===== config.mk =====
export PLATFORM = sky130hd
export DESIGN_NAME = cacheline_adapter
export DESIGN_NICKNAME = d
export VERILOG_FILES = /design/src/rtl/cache_pkg.sv /design/src/rtl/cacheline_adapter.sv
export SDC_FILE = /design/constraint.sdc
export NUM_CORES = 1
export LEC_CHECK = 0
export CORE_AREA = 2 2 293 295
export CTS_CLUSTER_SIZE = 10
export DETAILED_ROUTE_END_ITERATION = 12
export DIE_AREA = 0 0 295 297
export DONT_BUFFER_PORTS = 1
export PLACE_DENSITY_LB_ADDON = 0.2
export SYNTH_ARGS = -nofsm -noshare
export SYNTH_HDL_FRONTEND = slang
export SYNTH_SLANG_ARGS = --single-unit

===== constraint.sdc =====
create_clock -name clk -period 19.3 [get_ports clk]
set_clock_uncertainty 0.1 [all_clocks]
set_input_delay 1.93 -clock clk [delete_from_list [all_inputs] [get_ports clk]]
set_output_delay 1.93 -clock clk [all_outputs]
set_load 0.05 [all_outputs]

===== src/rtl/cache_pkg.sv =====
// Shared types and sizing for the cache-to-bmem line adapters.
// The adapter is built from these constants rather than from module parameters.
package cache_pkg;

  localparam int ADDR_WIDTH = 32;
  localparam int BEAT_WIDTH = 64;
  localparam int BEATS      = 4;
  localparam int LINE_WIDTH = BEAT_WIDTH * BEATS;
  localparam int CNT_WIDTH  = $clog2(BEATS);
  localparam int LINE_BYTES = LINE_WIDTH / 8;

  typedef logic [LINE_WIDTH-1:0] line_t;

  typedef enum logic [2:0] {
    IDLE,
    RD_REQ,
    RD_WAIT,
    WR_BURST,
    DONE
  } adapter_state_t;

  // Clear the byte-offset bits so every bmem address names a whole line.
  function automatic logic [ADDR_WIDTH-1:0] line_align(input logic [ADDR_WIDTH-1:0] addr);
    return addr & ~ADDR_WIDTH'(LINE_BYTES - 1);
  endfunction

endpackage


===== src/rtl/cacheline_adapter.sv =====
// Splits one cache's 256-bit line fill/writeback into 4-beat 64-bit bmem bursts.
// Read beats arrive on a shared bus; only beats tagged with our line address are kept.
module cacheline_adapter
  import cache_pkg::*;
(
  input  logic                  clk,
  input  logic                  rst,
  input  logic [ADDR_WIDTH-1:0] dfp_addr,
  input  logic                  dfp_read,
  input  logic                  dfp_write,
  input  line_t                 dfp_wdata,
  output line_t                 dfp_rdata,
  output logic                  dfp_resp,
  output logic [ADDR_WIDTH-1:0] bmem_addr,
  output logic                  bmem_read,
  output logic                  bmem_write,
  output logic [BEAT_WIDTH-1:0] bmem_wdata,
  input  logic                  bmem_ready,
  input  logic [ADDR_WIDTH-1:0] bmem_raddr,
  input  logic [BEAT_WIDTH-1:0] bmem_rdata,
  input  logic                  bmem_rvalid
);

  adapter_state_t        state, state_next;
  logic [CNT_WIDTH-1:0]  beat_cnt;
  logic [ADDR_WIDTH-1:0] addr_q;
  line_t                 wline;
  line_t                 rline;
  logic                  beat_match;
  logic                  last_beat;

  // Foreign traffic on the broadcast return bus is rejected here.
  assign beat_match = bmem_rvalid && (bmem_raddr == addr_q);
  assign last_beat  = (beat_cnt == CNT_WIDTH'(BEATS - 1));

  // NOTE: sequential state uses non-blocking (<=) so every register samples pre-edge values.
  always_ff @(posedge clk) begin
    if (!rst) state <= IDLE;
    else      state <= state_next;
  end

  // NOTE: state_next gets a default before the case so no path can infer a latch.
  always_comb begin
    state_next = state;
    case (state)
      IDLE: begin
        if (dfp_write)     state_next = WR_BURST;
        else if (dfp_read) state_next = RD_REQ;
      end
      RD_REQ: begin
        if (bmem_ready) state_next = RD_WAIT;
      end
      RD_WAIT: begin
        if (beat_match && last_beat) state_next = DONE;
      end
      WR_BURST: begin
        if (bmem_ready && last_beat) state_next = DONE;
      end
      DONE:    state_next = IDLE;
      default: state_next = IDLE;
    endcase
  end

  always_comb begin
    bmem_read  = 1'b0;
    bmem_write = 1'b0;
    bmem_wdata = '0;
    dfp_resp   = 1'b0;
    bmem_addr  = addr_q;
    dfp_rdata  = rline;
    case (state)
      RD_REQ:   bmem_read = 1'b1;
      WR_BURST: begin
        bmem_write = 1'b1;
        bmem_wdata = wline[BEAT_WIDTH*int'(beat_cnt) +: BEAT_WIDTH];
      end
      DONE:     dfp_resp = 1'b1;
      default:  ;
    endcase
  end

  // Address, beat counter and the assembled fill line; the fill line stays
  // visible on dfp_rdata until the next read overwrites its first beat.
  always_ff @(posedge clk) begin
    if (!rst) begin
      addr_q   <= '0;
      beat_cnt <= '0;
      rline    <= '0;
    end else begin
      case (state)
        IDLE: begin
          if (dfp_write || dfp_read) begin
            addr_q   <= line_align(dfp_addr);
            beat_cnt <= '0;
          end
        end
        RD_REQ: begin
          if (bmem_ready) beat_cnt <= '0;
        end
        RD_WAIT: begin
          if (beat_match) begin
            rline[BEAT_WIDTH*int'(beat_cnt) +: BEAT_WIDTH] <= bmem_rdata;
            beat_cnt <= beat_cnt + 1'b1;
          end
        end
        WR_BURST: begin
          if (bmem_ready) beat_cnt <= beat_cnt + 1'b1;
        end
        default: ;
      endcase
    end
  end

  // NOTE: the writeback line is a pure data store with no reset; it is always
  // reloaded at accept before any beat of it is driven.
  always_ff @(posedge clk) begin
    if (state == IDLE && dfp_write) wline <= dfp_wdata;
  end

endmodule


* Word level (Yosys, flattened, before mapping)
Index checks and enable logic that the tools add are counted.
** Cells by class
- Add/subtract/negate cells :: 2
- Equal/unequal tests :: 13
- Shift operators :: 3
- Mux-type cells :: 16
- Reductions and logical operators :: 11
** Operator list (number)
- 256-bit bitwise mux :: 1
- 64-bit by 33-bit variable shift with 256-bit output, first input constant :: 1
- 256-bit by 9-bit indexed part select with 64-bit output :: 1
- 64-bit by 33-bit indexed part select with 256-bit output :: 1
- 64-bit two-way mux :: 1
- 8-bit negator with 33-bit output :: 1
- 32-bit equality test :: 1
- 3-bit two-way mux :: 5
- 2-bit != test, second input constant :: 6
- 3-bit one-hot mux with 4 select lines :: 1
- 2-bit two-way mux :: 4
- 2-bit one-hot mux with 4 select lines :: 1
- 3-bit by 2-bit equality test with 1-bit output, second input constant :: 2
- 5-bit AND reduction :: 1
- 1-bit logical AND :: 4
- 2-bit AND reduction :: 2
- 4-bit AND reduction :: 1
- 4-bit nonzero test :: 1
- 3-bit by 1-bit equality test with 1-bit output, second input constant :: 1
- 3-bit equality test, second input constant :: 1
- 3-bit zero test :: 1
- 1-bit two-way mux :: 3
- 3-bit != test, second input constant :: 1
- 2-bit by 1-bit adder with 2-bit output, second input constant :: 1
- other kinds (2) :: 2
** Storage, ports and cells
- Flip-flop bits (word level) :: 544
- Output and inout port bits :: 355
- Logic and storage cells :: 50

* Depth between registers and ports, before layout
- Word-level depth :: 5
- Gate-level depth with buffers :: 11

* Least setup slack after synthesis
No wires, ideal clock.
- Path type :: input -> register
- Start point :: input dfp_write
- End point :: register wline[0] (enable)
- Data arrival time :: 7716 ps
- Required time :: 18551 ps
- Slack :: 10835 ps
- Stages on the path :: 1
- Buffers on the path :: 0
- Cell sequence :: and2_1
** On the way
- Cells in the longest elaborated chain, start to end :: 1
** Ends and longest elaborated chain
- start, declared :: line cacheline_adapter.sv:10 : input logic dfp_write,
- 1-bit logical AND :: line cacheline_adapter.sv:117 : if (state == IDLE && dfp_write) wline <= dfp_wdata;
- end signal, assigned :: line cacheline_adapter.sv:117
- end, declared :: line cacheline_adapter.sv:27 : line_t wline;
No other way between the ends.
A chain may end at the register's enable or synchronous reset.

* Worst setup path after layout
- Start point :: register beat_cnt[0]
- End point :: output bmem_wdata[43]
** On the way
- Cells in the longest elaborated chain, start to end :: 2
** Ends and longest elaborated chain
- start, declared :: line cacheline_adapter.sv:25 : logic [CNT_WIDTH-1:0] beat_cnt;
- start signal, assigned :: line cacheline_adapter.sv:103 : beat_cnt <= beat_cnt + 1'b1;
- start signal, assigned :: line cacheline_adapter.sv:107 : if (bmem_ready) beat_cnt <= beat_cnt + 1'b1;
- 256-bit by 9-bit indexed part select with 64-bit output :: line cacheline_adapter.sv:75 : bmem_wdata = wline[BEAT_WIDTH*int'(beat_cnt) +: BEAT_WIDTH];
- 64-bit two-way mux :: line cacheline_adapter.sv:71 : case (state)
- end, declared :: line cacheline_adapter.sv:17 : output logic [BEAT_WIDTH-1:0] bmem_wdata,
No other way between the ends.

==> qor.yml <==
clocking:
  cts_buffer_depth: 3
  ctsRootBufferMaster: "clkbuf_16"
  path_clk_slew_ns: 0.05
  cts.repair.resized: 0
  cts_hold_buf: 0
  cts_buffers: 68
  cts-htree-levels: 3
  cts_setup_buffers: 0
  cts_tree: "built"
  cts.sinks: 544
  clkLatencyLatePin_ns: 0.59
worst_setup_path:
  timing_worst_setup_path_type: "flip-flop to output pin"
  start_kind: "flip-flop"
  end_kind: "output pin"
  cp.arrival_ns: 3.26
  reg2regPathDepth: 6
  crit_required_ns: 17.27
  crit_chain: "buf_4, mux4_2, and3_1"
  worstPathMaxFanout: 40
  critPathBufInv: 1
  crit_family: "flip-flops"
  r2r-start: "state[0]"
  cp_slowest_cell: "dfxtp_4"
  r2r_slack_ns: 14.52
  reg2reg_to: "wline[47]"
  slowest_delay_ns: 0.86
global_routing:
  grt_pass1_vias: 14200
  grt_max_degree: 93
  track_usage_pct: 15.5
  overflow: 0
  antenna_found_initial: 17
  grt_pass1_wl_um: 100000
power:
  power_density_nw_per_um2: 109
  leakage_nw: 7.55
  peakVddDrop_uv: 69.1
place:
  port_buffers: 0
  post-dp-hpwl_um: 48800
  place_congestion: 0.830
  place_area_um2: 22000
timing:
  final.period_utilization_pct: 27.4
  whs_ns: 0.483
  final.min_clock_period_ns: 5.29
  fin_tns_setup_ns: 0
  rsz0062_at_grt: "no"
  final-hold-violation-count: 0
  tightest_slew_ns: 1.22
  fmax_mhz: 189
  finalSetupViolCount: 0
  drv_slew: 0
  slew-limit-headroom_pct: 18.2
die:
  die_w_um: 295
  placeableCoreArea_um2: 84500
  rows: 107
  die-area_um2: 87600
  dieHeight_um: 297
  initial_utilization_pct: 25.0
  ios: 745
yosys:
  syn_area_um2: 21100
  synthArstFlopShare_pct: 0
  synth_cells: 1790
  ys.flop_type: "dfxtp_1"
  ys_types: 46
  yosysSeqAreaShare_pct: 63.6
  syn_area_per_cell_um2: 11.8
  yosys_register_bits: 544
  synth_edf_count: 256
  yosysWarningCount: 0
finish:
  drive_gt1_share_pct: 13.8
  layout_commonest_cell: "nand2_1"
  final_cell_mix: "nand2_1, dfxtp_1, nand3_1"
  final_area_um2: 24000
  synthToLayoutAreaGrowth_pct: 13.6
  layout.nets: 2132
run:
  drv_cap: 0
detailed_routing:
  routedWlPerCell_um: 24.4
  wl_um: 71000
  vias_per_cell: 4.84
  dr.pass1.iters: 5
  route.antenna.remaining_nets: 0
  via_count: 14100
  drt_iter0_drc: 866
  drc: 0
hold_path:
  hold_depth: 2
  holdPathEnd: "beat_cnt[1]"
  hold_path.startpoint: "beat_cnt[1]"
  hold_class: "flip-flop to flip-flop"
outcome:
  status: "completed"
[flip-flops by register name (all words and copies together) (netlist names)]
name,count
bmem_addr,27
beat_cnt,2
state,3
wline,256
dfp_rdata,256
[final cells by class]
type	count	area, um^2
tap	1144	1430
timing repair buffer	25	188
sequential	544	13500
fill	8708	60500
clock inverter	14	149
antenna	6	15.0
multi-input combinational	1088	6890
inverter	10	42.5
clock buffer	82	1850
[metrics by stage]
stage          total power [mW]  utilization, %  setup slack (ns)  instances
2_1_floorplan              1.44               -             10.84       1794
3_3_place_gp               1.47            26.1             13.80       2811
3_5_place_dp               1.47            26.1             13.73       2811
4_1_cts                    2.65            28.4             13.82       2907
5_1_grt                    2.70            28.4             13.74       2910
6_report                   2.61            28.4             14.01       2913
[cell usage after synthesis (all sizes together), types with 2 or more instances]
cell | count | area share (%)
xnor2 | 6 | 0.25
nor3 | 4 | 0.095
clkbuf | 62 | 1.1
and3 | 65 | 1.9
a22oi | 2 | 0.071
dfxtp | 288 | 27
buf | 90 | 2.8
a31oi | 2 | 0.059
a21oi | 240 | 5.7
nor2 | 6 | 0.11
nor2b | 4 | 0.12
edfxtp | 256 | 36
nand3 | 258 | 6.1
ha | 5 | 0.30
inv | 9 | 0.16
nand2 | 320 | 5.7
nand2b | 2 | 0.059
nor3b | 7 | 0.27
or4 | 8 | 0.31
a21boi | 45 | 2.3
o21ai | 5 | 0.12
nand4 | 2 | 0.16
nor4 | 10 | 0.58
xor2 | 16 | 0.66
a211oi | 2 | 0.071
mux4 | 64 | 6.8
o221ai | 2 | 0.083
[where the power goes]
| group | internal (mW) | leakage, nW | switching [mW] |
|---|---|---|---|
| sequential | 1.27 | 4.72 | 0.0365 |
| combinational | 0.0376 | 1.85 | 0.103 |
| clock | 0.677 | 0.975 | 0.489 |
[worst max path at each step]
| stage | from | endpoint | slack (ns) | depth (start not counted) |
|---|---|---|---|---|
| 2_1_floorplan | dfp_write | wline[0] | 10.84 | 1 |
| 3_3_place_gp | dfp_write | wline[116] | 13.80 | 4 |
| 3_5_place_dp | dfp_write | wline[180] | 13.73 | 4 |
| 4_1_cts | beat_cnt[0] | bmem_wdata[43] | 13.82 | 3 |
| 5_1_grt | beat_cnt[0] | bmem_wdata[43] | 13.74 | 3 |
| 6_report | beat_cnt[0] | bmem_wdata[43] | 14.01 | 3 |
[worst min-delay path: cells and delay by family, from the launching register on]
| family | cells | cell delay (ns) |
|---|---|---|
| flip-flops | 1 | 0.41 |
| AND/OR/NAND/NOR | 1 | 0.08 |
| multiplexers | 1 | 0.06 |
[layer usage]
metal	wire length, um	vias to the layer above	track usage [%]
met5	138	-	0
met4	2150	20	5.48
met3	9340	142	7.99
met2	33800	734	25.8
met1	25600	6880	16.8
li1	-	6325	-
[cell families after synthesis]
| family | Yosys count | share of synthesized area (%) |
|---|---|---|
| and+or+nand+nor | 689 | 15.5 |
| DFF | 544 | 63.6 |
| AOI/OAI and AO/OA | 302 | 8.63 |
| buffers and inverters | 162 | 4.12 |
| muxes | 65 | 6.86 |
| xor gates and xnor gates | 22 | 0.911 |
| adders and majority gates | 5 | 0.296 |
| other | 1 | 0.0177 |
Power figures use the tool's default switching activity.
